===== config.mk =====
export PLATFORM = sky130hd
export DESIGN_NAME = alsu_stream
export DESIGN_NICKNAME = d
export VERILOG_FILES = /design/src/rtl/alsu_pkg.sv /design/src/rtl/alsu_seq_mul.sv /design/src/rtl/alsu_stream.sv
export SDC_FILE = /design/constraint.sdc
export NUM_CORES = 1
export LEC_CHECK = 0
export BUFFER_PORTS_ARGS = -buffer_cell sky130_fd_sc_hd__buf_2
export CORE_MARGIN = 1
export CORE_UTILIZATION = 65
export CTS_BUF_LIST = sky130_fd_sc_hd__clkbuf_16
export DETAILED_ROUTE_END_ITERATION = 16
export HOLD_SLACK_MARGIN = 0.12
export MAX_ROUTING_LAYER = met4
export PLACE_DENSITY_LB_ADDON = 0.05
export SETUP_SLACK_MARGIN = 0.05
export SYNTH_ARGS = -nofsm -noshare
export SYNTH_HDL_FRONTEND = slang
export SYNTH_HIERARCHICAL = 1
export SYNTH_SLANG_ARGS = --single-unit

===== constraint.sdc =====
create_clock -name clk -period 5.8 [get_ports clk]
set_clock_uncertainty 0.05 [all_clocks]
set_input_delay 0.58 -clock clk [delete_from_list [all_inputs] [get_ports clk]]
set_output_delay 0.58 -clock clk [all_outputs]
set_load 0.02 [all_outputs]

===== src/rtl/alsu_pkg.sv =====
// Shared types for the streaming ALSU: opcode map, FSM states and the
// invalid-transaction rule used by the top-level datapath.
package alsu_pkg;

  typedef enum logic [2:0] {
    OP_OR    = 3'd0,
    OP_XOR   = 3'd1,
    OP_ADD   = 3'd2,
    OP_MUL   = 3'd3,
    OP_SHIFT = 3'd4,
    OP_ROT   = 3'd5
  } opcode_e;

  typedef enum logic {
    IDLE = 1'b0,
    EXEC = 1'b1
  } state_e;

  // Reductions only make sense for OR/XOR; codes 6 and 7 are unassigned.
  function automatic logic is_invalid(input logic red_a, input logic red_b,
                                      input logic [2:0] opcode);
    return ((red_a | red_b) & (opcode[2] | opcode[1])) |
           (opcode == 3'd6) | (opcode == 3'd7);
  endfunction

endpackage


===== src/rtl/alsu_seq_mul.sv =====
// Radix-2 shift-add signed multiplier. One partial product per cycle for
// WIDTH cycles; the final step subtracts because the top bit of a signed
// multiplier carries negative weight. `done` and `p` are combinational and
// valid during the last step, so the caller can register p on that edge.
module alsu_seq_mul #(
  parameter int WIDTH = 8
) (
  input  logic                      clk,
  input  logic                      rst,
  input  logic                      start,
  input  logic signed [WIDTH-1:0]   a,
  input  logic signed [WIDTH-1:0]   b,
  output logic                      done,
  output logic signed [2*WIDTH-1:0] p
);

  localparam int OUT_W = 2 * WIDTH;
  localparam int CNT_W = $clog2(WIDTH + 1);

  logic [CNT_W-1:0] cnt;
  logic [OUT_W-1:0] acc;
  logic [OUT_W-1:0] mcand;
  logic [WIDTH-1:0] mplier;
  logic [OUT_W-1:0] partial;
  logic [OUT_W-1:0] acc_nxt;
  logic             last;

  // Next accumulator value for the step taken on the coming edge
  always_comb begin
    last    = (cnt == CNT_W'(1));
    partial = mplier[0] ? mcand : '0;
    acc_nxt = last ? (acc - partial) : (acc + partial);
  end

  assign done = last;
  assign p    = acc_nxt;

  // Load operands on start, then step until the down-counter reaches zero
  always_ff @(posedge clk) begin
    if (rst) begin
      cnt    <= '0;
      acc    <= '0;
      mcand  <= '0;
      mplier <= '0;
    end else if (start) begin
      cnt    <= CNT_W'(WIDTH);
      acc    <= '0;
      mcand  <= {{WIDTH{a[WIDTH-1]}}, a};
      mplier <= b;
    end else if (cnt != '0) begin
      cnt    <= cnt - CNT_W'(1);
      acc    <= acc_nxt;
      mcand  <= mcand << 1;
      mplier <= mplier >> 1;
    end
  end

endmodule


===== src/rtl/alsu_stream.sv =====
// Streaming ALSU with valid/ready on both sides, one transaction in flight.
// Optional macro ALSU_FAST_MUL_EN: when defined, MUL is combinational and
// completes in one cycle like every other opcode; otherwise MUL runs on the
// sequential multiplier for WIDTH cycles in EXEC.
//
// state | meaning
// IDLE  | ready for a transaction once the held result has been drained
// EXEC  | sequential multiply in progress
module alsu_stream
  import alsu_pkg::*;
#(
  parameter int    WIDTH          = 8,
  parameter string INPUT_PRIORITY = "A",
  parameter int    FULL_ADDER     = 1,
  parameter int    LED_W          = 16
) (
  input  logic                      clk,
  input  logic                      rst,
  input  logic                      in_valid,
  output logic                      in_ready,
  input  logic signed [WIDTH-1:0]   A,
  input  logic signed [WIDTH-1:0]   B,
  input  logic                      cin,
  input  logic [2:0]                opcode,
  input  logic                      red_op_A,
  input  logic                      red_op_B,
  input  logic                      bypass_A,
  input  logic                      bypass_B,
  input  logic                      direction,
  input  logic                      serial_in,
  output logic                      out_valid,
  input  logic                      out_ready,
  output logic signed [2*WIDTH-1:0] out,
  output logic                      err,
  output logic [LED_W-1:0]          leds
);

  localparam int OUT_W  = 2 * WIDTH;
  localparam bit PRIO_A = (INPUT_PRIORITY == "A");

  state_e           state;
  state_e           state_nxt;
  logic             accept;
  logic             mul_start;
  logic             mul_done;
  logic [OUT_W-1:0] mul_p;
  logic [OUT_W-1:0] a_ext;
  logic [OUT_W-1:0] b_ext;
  logic             cin_eff;
  logic             red_use_a;
  logic             red_or;
  logic             red_xor;
  logic [OUT_W-1:0] res;
  logic             res_err;
  logic             res_mul;
  logic             write_direct;
  logic             write_mul;
  logic             write_ok;

  assign a_ext   = {{WIDTH{A[WIDTH-1]}}, A};
  assign b_ext   = {{WIDTH{B[WIDTH-1]}}, B};
  assign cin_eff = (FULL_ADDER != 0) && cin;

  // Reduction operand: the priority operand wins only when both flags are set
  always_comb begin
    red_use_a = red_op_A;
    if (red_op_A && red_op_B) red_use_a = PRIO_A;
    red_or  = red_use_a ? (|A) : (|B);
    red_xor = red_use_a ? (^A) : (^B);
  end

  // Result of the presented transaction: bypass, then invalid, then opcode
  always_comb begin
    res     = '0;
    res_err = 1'b0;
    res_mul = 1'b0;
    if (bypass_A && bypass_B) begin
      res = PRIO_A ? a_ext : b_ext;
    end else if (bypass_A) begin
      res = a_ext;
    end else if (bypass_B) begin
      res = b_ext;
    end else if (is_invalid(red_op_A, red_op_B, opcode)) begin
      res_err = 1'b1;
    end else begin
      case (opcode_e'(opcode))
        OP_OR: begin
          if (red_op_A || red_op_B) res = {{(OUT_W-1){1'b0}}, red_or};
          else                      res = a_ext | b_ext;
        end
        OP_XOR: begin
          if (red_op_A || red_op_B) res = {{(OUT_W-1){1'b0}}, red_xor};
          else                      res = a_ext ^ b_ext;
        end
        OP_ADD: res = a_ext + b_ext + {{(OUT_W-1){1'b0}}, cin_eff};
`ifdef ALSU_FAST_MUL_EN
        OP_MUL: res = a_ext * b_ext;
`else
        OP_MUL: res_mul = 1'b1;
`endif
        OP_SHIFT: res = direction ? {out[OUT_W-2:0], serial_in}
                                  : {serial_in, out[OUT_W-1:1]};
        OP_ROT:   res = direction ? {out[OUT_W-2:0], out[OUT_W-1]}
                                  : {out[0], out[OUT_W-1:1]};
        default:  res_err = 1'b1;
      endcase
    end
  end

`ifdef ALSU_FAST_MUL_EN
  assign mul_done = 1'b0;
  assign mul_p    = '0;
`else
  alsu_seq_mul #(
    .WIDTH (WIDTH)
  ) u_mul (
    .clk   (clk),
    .rst   (rst),
    .start (mul_start),
    .a     (A),
    .b     (B),
    .done  (mul_done),
    .p     (mul_p)
  );
`endif

  // FSM state register
  always_ff @(posedge clk) begin
    if (rst) state <= IDLE;
    else     state <= state_nxt;
  end

  // FSM next state: only a sequential multiply leaves IDLE
  always_comb begin
    state_nxt = state;
    case (state)
      IDLE:    if (accept && res_mul) state_nxt = EXEC;
      EXEC:    if (mul_done)          state_nxt = IDLE;
      default: state_nxt = IDLE;
    endcase
  end

  // FSM outputs: handshake and multiplier launch
  always_comb begin
    in_ready  = (state == IDLE) && !out_valid;
    accept    = in_valid && in_ready;
    mul_start = accept && res_mul;
    write_mul = (state == EXEC) && mul_done;
  end

  assign write_direct = accept && !res_mul;
  assign write_ok     = (write_direct && !res_err) || write_mul;

  // Result register: written on completion, held until drained; out is kept
  // after draining so SHIFT/ROTATE can chain on it
  always_ff @(posedge clk) begin
    if (rst) begin
      out       <= '0;
      out_valid <= 1'b0;
      err       <= 1'b0;
    end else if (write_direct) begin
      out       <= res;
      out_valid <= 1'b1;
      err       <= res_err;
    end else if (write_mul) begin
      out       <= mul_p;
      out_valid <= 1'b1;
      err       <= 1'b0;
    end else if (out_valid && out_ready) begin
      out_valid <= 1'b0;
    end
  end

  // Error blink: toggle while err is held, clear when a good result lands
  always_ff @(posedge clk) begin
    if (rst)           leds <= '0;
    else if (write_ok) leds <= '0;
    else if (err)      leds <= ~leds;
  end

endmodule


==> flow_metrics.py, run 1 <==
metrics = {
    "setup_path": {
        "critical_path_arrival_ps": 4510,
        "endpoint_kind": "register",
        "worst_setup_path_class": "register to register",
        "cp_max_fo": 17,
        "worst_r2r_path_depth": 15,
        "ff2ff_setup_slack_ps": 1490,
        "reg_to_reg_critical_path_startpoint": "u_mul/cnt[1]$_SDFFE_PP0P_",
        "critical_path.reg2reg.endpoint": "out[15]$_SDFFE_PP0P_",
        "critPathRequiredTime_ps": 6000,
        "cp-start-kind": "register",
    },
    "power": {
        "post_layout_power_mw": 2.34,
        "power-per-cell-area_mw_per_mm2": 356,
        "total_leakage_power_nw": 2.86,
        "irDropWorstVdd_uv": 368,
    },
    "synth": {
        "ys_warn_count": 6,
        "yosysTopAreaCell": "dfxtp_1",
        "synth-adder-area-share_pct": 9.84,
        "synth_edf_count": 0,
        "netlist_top_cells_area": "dfxtp_1 (27%), ha_1 (8.8%), a21oi_1 (6.5%)",
        "syn_area_per_cell_um2": 7.78,
        "yosys.cell_types.count": 75,
        "synth_compound_gate_area_share_pct": 23.9,
        "synth_mux_area_share_pct": 5.78,
        "post_synth_xor_area_fraction_pct": 6.33,
        "synth_top_family_by_area": "compound AO/OA/AOI/OAI gates",
        "synth_simple_gate_area_share_pct": 22.3,
        "synth.cell_area_mm2": 0.00595,
        "synth-seq-area-share_pct": 26.6,
        "yosys_most_used_dff": "dfxtp_1",
        "postSynthRegisterBits": 79,
        "synth-async-reset-ratio_pct": 0,
        "net_count_synth": 840,
        "synth_largest_type_area_fraction_pct": 26.6,
        "synth_cells": 765,
    },
    "route": {
        "routedWlPerCell_um": 19.1,
        "routed_wl_um": 17400,
        "route.vias.total": 5975,
        "number_of_nets_with_antenna_violations_after_detailed_routing": 0,
        "drc_marker_count_from_the_first_detailed_route_iteration": 461,
        "avgViaCountPerCell": 6.54,
        "first_pass_iters": 11,
        "drc": 4,
    },
    "clock_tree": {
        "cts_root_buffer": "clkbuf_16",
        "cts.clk_slew.worst_paths_ps": 60,
        "clockBufferDepth": 2,
        "cts_sinks": 79,
        "hold_buffers": 0,
        "cts_htree_levels": 3,
        "clkLatencyLatePin_ps": 340,
        "cts_buffers": 9,
        "cts_tree": "yes",
        "postCtsResizedCells": 0,
        "cts.repair_timing.setup_buffer_count": 0,
    },
    "floorplanning": {
        "floorplan.rows": 34,
        "floorplan.core_area_mm2": 0.00881,
        "die-width_um": 97.7,
        "design.die.area_mm2": 0.00954,
        "floorplan.initialDensity_pct": 67.6,
        "pin_count": 65,
        "die-height_um": 97.7,
    },
    "final_layout": {
        "layout.nets": 877,
        "ff_latch_area_mm2": 0.00158,
        "diodes": 0,
        "area_growth_syn_to_layout_pct": 10.7,
        "layout_commonest_cell": "nand2_1",
        "filler_cell_count": 718,
        "layoutNonFillerInstCount": 914,
        "highest_count_cells_in_the_layout_ignoring_fill_and_taps": "nand2_1 (90), nor2_1 (83), dfxtp_1 (79)",
        "multi_input_comb_area_mm2": 0.00407,
        "final_layout_size_suffix_gt1_share_pct": 13.0,
    },
    "min_path": {
        "holdCritStartpoint": "u_mul/acc[9]$_SDFFE_PP0P_",
        "min_delay_path_depth": 2,
        "min-delay-path-class": "register to register",
        "hold_end": "u_mul/acc[9]$_SDFFE_PP0P_",
    },
    "timing": {
        "setup_total_negative_slack_ps": 0,
        "finalCritPeriodShare_pct": 74.2,
        "report.final.hold_viol_count": 0,
        "timing.fmax_ghz": 0.232,
        "max_slew.worst_pin.slew_ps": 1040,
        "rsz0062_at_grt": "no",
        "setup_violations": 0,
        "maxSlewHeadroom_pct": 30.4,
        "period_needed_ps": 4310,
        "timing.final.max_slew_violations": 0,
    },
    "global_routing": {
        "grt_start_max_net_pins": 36,
        "globalRoute.totalOverflow": 0,
        "groute.usage.overall_pct": 37.6,
        "via_count_of_the_first_global_routing_pass": 5535,
        "initial_antenna_violation_count": 0,
        "global_route_wire_length_before_repair_um": 27700,
    },
    "run": {
        "timing.max_cap.violations": 0,
    },
    "place": {
        "dp.cells": 899,
        "place.gp.congestion": 0.985,
        "detailedPlacementHpwl_um": 12900,
        "placement.io_buffers": 64,
    },
    "status": {
        "outcome": "finished, violations left",
        "violations_in_the_final_reports": "design-rule violations",
    },
}
-- per-stage QoR --
stage               setup WS [ps]  instance area [um2]  util (%)  hold WS (ps)
global route                 1100                 6590      74.8           428
detailed placement           1680                 6270      71.2           407
global placement             1890                 6270      71.2           399
floorplan                    1980                 5950         -           386
finish                       1490                 6590      74.8           418
CTS                          1550                 6590      74.8           415
-- cell type report --
cell class	instances	area share [%]
clock inverter	6	1.41
clock buffer	9	3.42
tap	108	2.05
inverter	36	2.05
timing repair buffer	68	5.32
multi-input combinational	608	61.7
sequential	79	24.0
-- state kept, by name, indices dropped and copies added, names as in the netlist --
register      count
out              16
leds             16
u_mul/cnt         4
err               1
u_mul/acc        16
state             1
out_valid         1
u_mul/mcand      16
u_mul/mplier      8
-- critical path, cell delays in order (launching register included) --
cell and delay, ps:
dfxtp_1 350, inv_1 90, ha_1 180, nand2_1 270, inv_1 320, a21oi_1 400, nor2_1 160, a311o_1 340
ha_1 350, a21oi_1 370, o211ai_1 170, a2111oi_2 530, xnor2_1 190, xor2_1 150, mux2i_1 90, o21ai_0 210
-- power by group --
part / internal, mW / total [mW] / switching, mW
combinational: 0.401 / 1.08 / 0.679
sequential: 0.601 / 0.645 / 0.0444
clock: 0.378 / 0.617 / 0.240
total: 1.38 / 2.34 / 0.963
-- synth_stat cells (all sizes together) (6+ instances only) --
cell and count:
nor4 6, xnor2 33, nor2b 10, mux2i 31
clkbuf 33, nand4 6, and3 7, buf 9
inv 36, or3 6, o31ai 10, dfxtp 79
xor2 10, o211ai 6, o22ai 7, nand2 90
ha 42, a21oi 78, nor3 15, nor2 83
a31oi 17, nand3 12, a211oi 14, o21ai 26
-- how the worst max path moves through the flow --
| stage | from | endpoint | slack (ps) | cells after the start |
|---|---|---|---|---|
| after global placement | u_mul/mplier[0]$_SDFFE_PP0P_ | out[15]$_SDFFE_PP0P_ | 1890 | 15 |
| after global routing | u_mul/cnt[1]$_SDFFE_PP0P_ | out[15]$_SDFFE_PP0P_ | 1100 | 15 |
| after detailed placement | u_mul/mplier[0]$_SDFFE_PP0P_ | out[15]$_SDFFE_PP0P_ | 1680 | 15 |
| after floorplan | u_mul/mplier[0]$_SDFFE_PP0P_ | out[15]$_SDFFE_PP0P_ | 1980 | 19 |
| after CTS | u_mul/cnt[1]$_SDFFE_PP0P_ | out[15]$_SDFFE_PP0P_ | 1550 | 15 |
| final | u_mul/cnt[1]$_SDFFE_PP0P_ | out[15]$_SDFFE_PP0P_ | 1490 | 15 |
-- cell families after synthesis --
logic type               after synthesis
XOR/XNOR                              43
AND/OR/NAND/NOR                      272
buffers and inverters                 78
AO/OA/AOI/OAI                        214
adder cells (fa/ha/maj)               45
multiplexers                          34
flip-flops                            79
-- layer usage --
| layer | vias up | GRT usage, % | share of wire, % | routed length, um |
|---|---|---|---|---|
| met3 | 63 | 5.90 | 7.4 | 1290 |
| li1 | 2825 | - | - | - |
| met2 | 306 | 60.2 | 46 | 8100 |
| met5 | - | - | 0 | 0 |
| met4 | 0 | 17.0 | 4.2 | 726 |
| met1 | 2781 | 46.8 | 42 | 7310 |
(Power assumes the default switching activity.)
==> run 2, diff against run 1 <==
Settings changed: CORE_UTILIZATION 65 to 54.
Clock period 5.8 ns to 3.7 ns, I/O delays scaled along.
==> flow_metrics.py, run 2 (synthesized netlist as in run 1, its figures left out) <==
metrics = {
    "clock_tree": {
        "cts_root_buffer": "clkbuf_16",
        "clockBufferDepth": 2,
        "clkLatencyLatePin_ps": 340,
        "cts.repair_timing.setup_buffer_count": 0,
        "postCtsResizedCells": 0,
        "cts_buffers": 9,
        "cts_sinks": 79,
        "cts_tree": "yes",
        "cts.clk_slew.worst_paths_ps": 60,
        "cts_htree_levels": 3,
        "hold_buffers": 0,
    },
    "place": {
        "dp.cells": 946,
        "placed_cell_area_mm2": 0.00645,
        "detailedPlacementHpwl_um": 13100,
        "place.gp.congestion": 0.988,
        "placement.io_buffers": 64,
    },
    "min_path": {
        "min-delay-path-class": "primary input to register",
    },
    "route": {
        "drc_marker_count_from_the_first_detailed_route_iteration": 482,
        "number_of_nets_with_antenna_violations_after_detailed_routing": 0,
        "route.vias.total": 5816,
        "first_pass_iters": 5,
        "drc": 0,
        "routed_wl_um": 17600,
        "avgViaCountPerCell": 6.05,
        "routedWlPerCell_um": 18.3,
    },
    "setup_path": {
        "worst_setup_path_class": "register to register",
        "cp_slowest_cell": "a2111oi_4",
        "worstPathCellList": "inv_1, ha_1, nand2_1, inv_1, buf_4, nor2_1, a211oi_1, a311o_1, ha_1, buf_4, nand2_1, nor2_1, and3_1, a2111oi_4, xnor2_1, xor2_1, mux2i_1, o21ai_0",
        "ff2ff_setup_slack_ps": 220,
        "worst_path_largest_cell_delay_ps": 350,
        "critPathRequiredTime_ps": 3900,
        "endpoint_kind": "register",
        "path_delay_family": "compound AO/OA/AOI/OAI gates",
        "crit_buf_inv": 4,
        "critical_path_arrival_ps": 3690,
        "cp-start-kind": "register",
        "cp_max_fo": 16,
    },
    "timing": {
        "period_needed_ps": 3480,
        "max_slew.worst_pin.slew_ps": 1010,
        "setup_total_negative_slack_ps": 0,
        "timing.fmax_ghz": 0.287,
        "rsz0062_at_grt": "yes",
        "timing.final.max_slew_violations": 0,
        "finalCritPeriodShare_pct": 94.1,
        "maxSlewHeadroom_pct": 32.7,
        "report.final.hold_viol_count": 0,
        "setup_violations": 0,
    },
    "floorplanning": {
        "floorplan.core_area_mm2": 0.0105,
        "floorplan.rows": 37,
        "pin_count": 65,
        "design.die.area_mm2": 0.0114,
        "die-height_um": 107,
        "floorplan.initialDensity_pct": 56.6,
        "die-width_um": 107,
    },
    "power": {
        "power-per-cell-area_mw_per_mm2": 556,
        "irDropWorstVdd_uv": 492,
        "total_leakage_power_nw": 2.96,
        "post_layout_power_mw": 3.78,
    },
    "final_layout": {
        "diodes": 0,
        "area_growth_syn_to_layout_pct": 14.2,
        "finish.instance_area_mm2": 0.00679,
        "layout.nets": 896,
        "layoutNonFillerInstCount": 961,
        "layout_commonest_cell": "nand2_1",
        "fin_util_pct": 64.6,
        "final_layout_size_suffix_gt1_share_pct": 15.6,
        "highest_count_cells_in_the_layout_ignoring_fill_and_taps": "nand2_1 (90), nor2_1 (83), dfxtp_1 (79)",
    },
    "global_routing": {
        "grt_start_max_net_pins": 29,
        "global_route_wire_length_before_repair_um": 28600,
        "via_count_of_the_first_global_routing_pass": 5607,
        "groute.usage.overall_pct": 33.0,
        "initial_antenna_violation_count": 0,
        "globalRoute.totalOverflow": 0,
    },
    "run": {
        "timing.max_cap.violations": 0,
    },
    "status": {
        "outcome": "finished, final reports clean",
    },
}
==> run 2: changes by cell type in the layout (fill, tap and decap cells not counted), moves of 2 or more <==
| cell | before | now |
|---|---|---|
| clkinvlp_4 | 2 | 0 |
| a21oi_1 | 77 | 72 |
| o21ai_0 | 26 | 24 |
| a21oi_2 | 1 | 6 |
| clkinv_4 | 0 | 2 |
| buf_4 | 4 | 23 |
| o21ai_1 | 0 | 2 |
| inv_6 | 2 | 0 |
==> run 2: worst register-to-register path, delay by kind of cell, from the launching register on <==
family          cells  cell delay [ps]
compound gates      4              930
flops               1              340
mux                 1               80
xor+xnor            2              350
simple gates        5              670
buf+inv             4              500
fa+ha+maj           2              490
==> run 2: path summary, 6_finish.rpt <==
| kind | start | end | cells after the start |
|---|---|---|---|
| max | u_mul/cnt[1]$_SDFFE_PP0P_ | out[15]$_SDFFE_PP0P_ | 18 |
| min | out_ready | out_valid$_SDFFE_PP0P_ | 3 |
| max reg2reg | u_mul/cnt[1]$_SDFFE_PP0P_ | out[15]$_SDFFE_PP0P_ | 18 |
| min reg2reg | u_mul/acc[4]$_SDFFE_PP0P_ | u_mul/acc[4]$_SDFFE_PP0P_ | 2 |
==> run 2: routing by layer <==
metal  track usage, %  routed length [um]
met1             42.3                8110
met2             52.6                8100
met3             4.62                 928
met4             12.7                 444
met5                -                   0
==> run 2: cell type report <==
type	instances	area [um2]
clock buffer	9	225
clock inverter	6	86.3
fill	944	3720
inverter	36	135
multi-input combinational	608	4100
sequential	79	1580
tap	136	170
timing repair buffer	87	493
==> run 2: power by group <==
part           leakage (nW)  internal, mW  switching [mW]
Clock                 0.153         0.586           0.365
Combinational          2.16         0.719            1.10
Sequential            0.643         0.942          0.0700
==> run 2: stage by stage <==
stage | hold WS, ps | setup slack (ps)
2_1_floorplan | 386 | 104
3_3_place_gp | 399 | 236
3_5_place_dp | 407 | 126
4_1_cts | 260 | 87.4
5_1_grt | 293 | -7.58
6_report | 271 | 218
